$ cat config.mk
export PLATFORM = sky130hd
export DESIGN_NAME = ucc_timer8
export DESIGN_NICKNAME = d
export VERILOG_FILES = /design/src/rtl/ucc_pkg.sv /design/src/rtl/ucc_cell.sv /design/src/rtl/ucc_timer8.sv
export SDC_FILE = /design/constraint.sdc
export NUM_CORES = 1
export LEC_CHECK = 0
export CORE_MARGIN = 3
export CORE_UTILIZATION = 26
export CTS_BUF_LIST = sky130_fd_sc_hd__clkbuf_4
export CTS_CLUSTER_SIZE = 16
export DETAILED_ROUTE_END_ITERATION = 8
export MAX_ROUTING_LAYER = met4
export SETUP_SLACK_MARGIN = 0.15
export SLEW_MARGIN = 20
export SYNTH_ARGS = -nofsm -noshare
export SYNTH_HDL_FRONTEND = slang
export SYNTH_SLANG_ARGS = --single-unit
$ cat constraint.sdc
create_clock -name clk -period 3.1 [get_ports clk]
set_input_delay 0.465 -clock clk [delete_from_list [all_inputs] [get_ports clk]]
set_output_delay 0.465 -clock clk [all_outputs]
set_load 0.05 [all_outputs]
$ cat src/rtl/ucc_pkg.sv
// Shared definitions for the universal-counter-cell timer: cell modes,
// FSM state encoding and the state-to-mode decode.
package ucc_pkg;

   localparam logic [1:0] MODE_HOLD = 2'b00;
   localparam logic [1:0] MODE_UP   = 2'b01;
   localparam logic [1:0] MODE_DOWN = 2'b10;
   localparam logic [1:0] MODE_LOAD = 2'b11;

   typedef enum logic [1:0] {
      S_IDLE   = 2'b00,
      S_LOAD   = 2'b01,
      S_RUN    = 2'b10,
      S_EXPIRE = 2'b11
   } state_t;

   // Cell mode is a pure function of state (and the direction latched in LOAD).
   function automatic logic [1:0] mode_for(input state_t st, input logic dir_q);
      logic [1:0] m;
      m = MODE_HOLD;
      case (st)
         S_LOAD:  m = MODE_LOAD;
         S_RUN:   m = dir_q ? MODE_UP : MODE_DOWN;
         default: m = MODE_HOLD;
      endcase
      return m;
   endfunction

endpackage

$ cat src/rtl/ucc_cell.sv
// Universal counter cell: combinational hold / up / down / load of fin,
// with carry (up) or borrow (down) on cout and a pass-through of the mode.
module ucc_cell
   import ucc_pkg::*;
#(
   parameter int WIDTH = 8
) (
   input  logic [WIDTH-1:0] fin,
   input  logic [WIDTH-1:0] pin,
   input  logic [1:0]       min,
   input  logic             cin,
   output logic [WIDTH-1:0] fout,
   output logic             cout,
   output logic [1:0]       mout
);

   assign mout = min;

   always_comb begin
      fout = fin;
      cout = 1'b0;
      case (min)
         MODE_UP: begin
            fout = fin + WIDTH'(cin);
            cout = cin & (&fin);
         end
         MODE_DOWN: begin
            fout = fin - WIDTH'(cin);
            cout = cin & ~(|fin);
         end
         MODE_LOAD: begin
            fout = pin;
         end
         default: begin
            fout = fin;
            cout = 1'b0;
         end
      endcase
   end

endmodule

$ cat src/rtl/ucc_timer8.sv
// Programmable timer: FSM steering a universal counter cell whose result is
// held in a register and fed back; carry/borrow out marks terminal count.
module ucc_timer8
   import ucc_pkg::*;
#(
   parameter int WIDTH = 8
) (
   input  logic             clk,
   input  logic             rst_n,
   input  logic             start,
   input  logic             stop,
   input  logic             tick,
   input  logic             dir,
   input  logic             auto_reload,
   input  logic [WIDTH-1:0] reload_val,
   output logic [WIDTH-1:0] cnt_out,
   output logic [1:0]       mode_out,
   output logic             busy,
   output logic             expired
);

   state_t           state;
   logic [WIDTH-1:0] cnt;
   logic             dir_q;

   logic [1:0]       cell_mode;
   logic             cell_cin;
   logic [WIDTH-1:0] cell_fout;
   logic             cell_cout;
   logic [1:0]       cell_mout;

   assign cell_mode = mode_for(state, dir_q);
   // tick only reaches the cell while counting
   assign cell_cin  = (state == S_RUN) & tick;

   ucc_cell #(.WIDTH(WIDTH)) u_cell (
      .fin  (cnt),
      .pin  (reload_val),
      .min  (cell_mode),
      .cin  (cell_cin),
      .fout (cell_fout),
      .cout (cell_cout),
      .mout (cell_mout)
   );

   always_ff @(posedge clk or negedge rst_n) begin
      if (!rst_n) begin
         state <= S_IDLE;
         cnt   <= '0;
         dir_q <= 1'b0;
      end else begin
         case (state)
            S_IDLE: begin
               if (start && !stop)
                  state <= S_LOAD;
            end
            S_LOAD: begin
               if (stop) begin
                  state <= S_IDLE;
               end else begin
                  cnt   <= cell_fout;
                  dir_q <= dir;
                  state <= start ? S_LOAD : S_RUN;
               end
            end
            S_RUN: begin
               // stop and restart both discard this cycle's step and any terminal count
               if (stop) begin
                  state <= S_IDLE;
               end else if (start) begin
                  state <= S_LOAD;
               end else begin
                  cnt <= cell_fout;
                  if (cell_cout)
                     state <= S_EXPIRE;
               end
            end
            S_EXPIRE: begin
               if (stop)
                  state <= S_IDLE;
               else if (start || auto_reload)
                  state <= S_LOAD;
               else
                  state <= S_IDLE;
            end
            default: state <= S_IDLE;
         endcase
      end
   end

   assign cnt_out  = cnt;
   assign mode_out = cell_mout;
   assign busy     = (state != S_IDLE);
   assign expired  = (state == S_EXPIRE);

endmodule
==> metrics.yaml <==
result_of_the_run: "completed"
power.leakage_nw: 0.694
synth_edf_count: 0
crit_path_start_kind: "flip-flop"
vert_die_dim_um: 71.9
overflow: 0
synthTopCellsByArea: "dfrtp_1 (24%), ha_1 (17%), a21oi_1 (5.3%), nor2_1 (5.0%), o21ai_0 (4.4%)"
placement.setup.worst_slack_ns: 0.0823
xor_xnor_fraction_of_synth_area: 0
post_synth_num_cell_types: 37
drt-wirelength-per-cell_um: 12.8
ys_warn_count: 0
std_cell_rows: 23
critPathKind: "flip-flop to flip-flop"
timing.hold.worst.class: "primary input to asynchronous set/reset pin"
num_vias: 1111
antenna_left: 0
max_slew_margin: 0.637
fp.dieArea_um2: 5170
grtUsageTotal: 0.127
global_route_wire_length_before_repair_mm: 5.08
ys_ff_latch: 11
routed_via_density: 4.94
synthFlopType: "dfrtp_1"
cts_tree: "done"
drv_cap: 0
final_design_area_no_fill_um2: 1550
boundaryPins: 27
tritoncts_buffers: 3
clock_tree.buffer_depth: 2
first_global_vias: 1097
synth_simple_gate_area_frac: 0.219
netlist.top_cell.by_area: "dfrtp_1"
synthTopCellsByCount: "ha_1 (15), nor2_1 (15), a21oi_1 (12), nand2_1 (12)"
postSynth.asyncResetShare: 1.00
grt_antenna_before_repair: 0
final_critical_path_setup_slack_ns: 0.300
finish.net_count: 207
setup_repair_after_global_routing_missed_its_margin: "false"
avgSynthCellArea_um2: 8.07
total_power_mw: 1.85
post_synth_fa_ha_maj_area_fraction: 0.184
clockRootBuffer: "clkbuf_4"
synth-seq-area-share: 0.244
fraction_of_the_mapped_netlist_area_in_compound_gates: 0.268
critical_path.max_stage_delay_ns: 0.47
final.setup.tns_ns: 0
synth.top_cell.area_share: 0.244
number_of_hold_slack_violations_in_the_final_timing_report: 0
peak_freq_mhz: 357
critical_path.endpoint_type: "flip-flop"
slowest_stage: "or4_1"
placement.io_buffers: 26
drt_iter0_markers: 65
multiplexer_share_of_the_synthesized_area: 0.0377
critical_path.reg2reg.endpoint: "cnt_out[6]"
pin_count_of_the_biggest_net_entering_global_routing: 18
floorplan.core_area_um2: 4090
final_layout_size_suffix_gt1_frac: 0.120
largest_fanout_on_the_critical_path: 10
timing.critical_path.cells: "buf_4 > ha_1 > nor3b_1 > or2_4 > ha_1 > nor2b_4 > o31a_1 > o21a_1 > or4_1 > nand3_1"
synth_top_family_by_area: "compound AO/OA/AOI/OAI gates"
powerDensity_nw_per_um2: 1200
critPathRequiredTime_ns: 3.32
dieWidth_um: 71.9
timing.final.setup_violations: 0
number_of_cells_traversed_by_the_worst_register_to_register_path: 10
diodes: 0
dr.pass1.iters: 4
post_synth_inst_count: 140
cts_hold_buf: 0
syn-cell-area_um2: 1130
flow.area_growth_from_synthesis_pct: 36.8
gp_congestion: 0.835
cts_max_level: 1
drt_wl_total_mm: 2.89
final.min_clock_period_ns: 2.80
starting_density: 0.276
timing_worst_slew_pin_value_ns: 0.543
clock_latency_ns: 0.28
ff2ff_setup_slack_ns: 0.30
maxSlewViolCount: 0
clock-skew-final_ns: 0.00372
drcViolationCount: 0
placed_cell_area_um2: 1490
place_hpwl_mm: 2.26
synth_nets: 171
clock-sinks: 11
regToRegStartpoint: "state[0]"
min_period_over_period: 0.903
clk_pin_slew_ns: 0.08
cp.arrival_ns: 3.02
vdd.ir_drop.worst_mv: 0.626
timing.critical_path.mode_cell: "ha_1"
registers in the layout, indices dropped and copies added (netlist names):
register / count
cnt_out: 8
dir_q: 1
state: 2
stage by stage:
stage          utilization  std cells  hold WS, ns
2_1_floorplan            -        140        0.169
3_5_place_dp         0.365        220        0.569
4_1_cts              0.373        224        0.570
5_1_grt              0.378        225        0.588
3_3_place_gp         0.365        220        0.564
6_report             0.378        225        0.538
cell families (layout without fill, tap and decap cells):
logic type               count (synthesis)  after routing
multiplexers                             4              4
AND/OR/NAND/NOR                         49             49
flip-flops                              11             11
AO/OA/AOI/OAI                           46             46
buffers and inverters                   14             49
adder cells (fa/ha/maj)                 16             16
layer usage:
layer | routed length, µm | GRT usage | vias to the layer above
met2 | 1270 | 0.187 | 27
met3 | 113 | 0.0346 | 6
met1 | 1460 | 0.173 | 500
li1 | - | - | 578
met4 | 46 | 0.0313 | 0
met5 | 0 | - | -
layout make-up:
cell class | instances | area (µm²)
flip-flops and latches | 11 | 275
inverters | 11 | 41.3
well taps | 50 | 62.6
multi-input cells | 115 | 816
fillers | 427 | 2540
clock buffers | 4 | 30.0
repair buffers | 34 | 320
critical path, delay by kind of cell, from the launching register on:
| kind | cells | cell delay, ns |
|---|---|---|
| buffers and inverters | 1 | 0.15 |
| adder cells (fa/ha/maj) | 2 | 0.49 |
| AND/OR/NAND/NOR | 5 | 1.28 |
| AO/OA/AOI/OAI | 2 | 0.43 |
| flip-flops | 1 | 0.39 |
worst max-delay path by stage:
stage          slack, ns  startpoint  depth (start not counted)    endpoint
6_report            0.30    state[0]                         10  cnt_out[6]
5_1_grt             0.16    state[0]                         10  cnt_out[6]
4_1_cts             0.18    state[0]                         10  cnt_out[6]
3_5_place_dp        0.08        tick                          9  cnt_out[6]
3_3_place_gp        0.12        tick                          9  cnt_out[6]
2_1_floorplan       0.29    state[0]                         10  cnt_out[6]
layout by cell type, fill, tap and decap left out, types with 2 or more instances in the layout:
master,instances
nor2_1,15
o211ai_1,2
clkdlybuf4s50_1,26
o31ai_1,2
nand2_1,12
nand2b_1,2
a21oi_1,12
dfrtp_1,11
ha_1,15
nor2b_1,4
mux2_2,2
o21ai_0,10
nand4_1,3
mux2i_1,2
clkbuf_4,4
a211oi_1,2
o21a_1,5
nor3_1,4
or4_1,3
buf_4,8
inv_1,10
o211a_1,3
report_power, final:
part           internal [mW]  leakage (nW)  switching [mW]  total [mW]
clock network         0.0587        0.0184          0.0528       0.111
logic                  0.582         0.541           0.851        1.43
registers              0.217         0.134          0.0865       0.304
timing repair:
item	4_1_cts	5_1_grt
resized for setup	1	3
setup buffers	0	1
endpoints found under the hold margin	0	0
pin swaps	0	0
setup endpoints to repair	1	3
(Power assumes the default switching activity.)
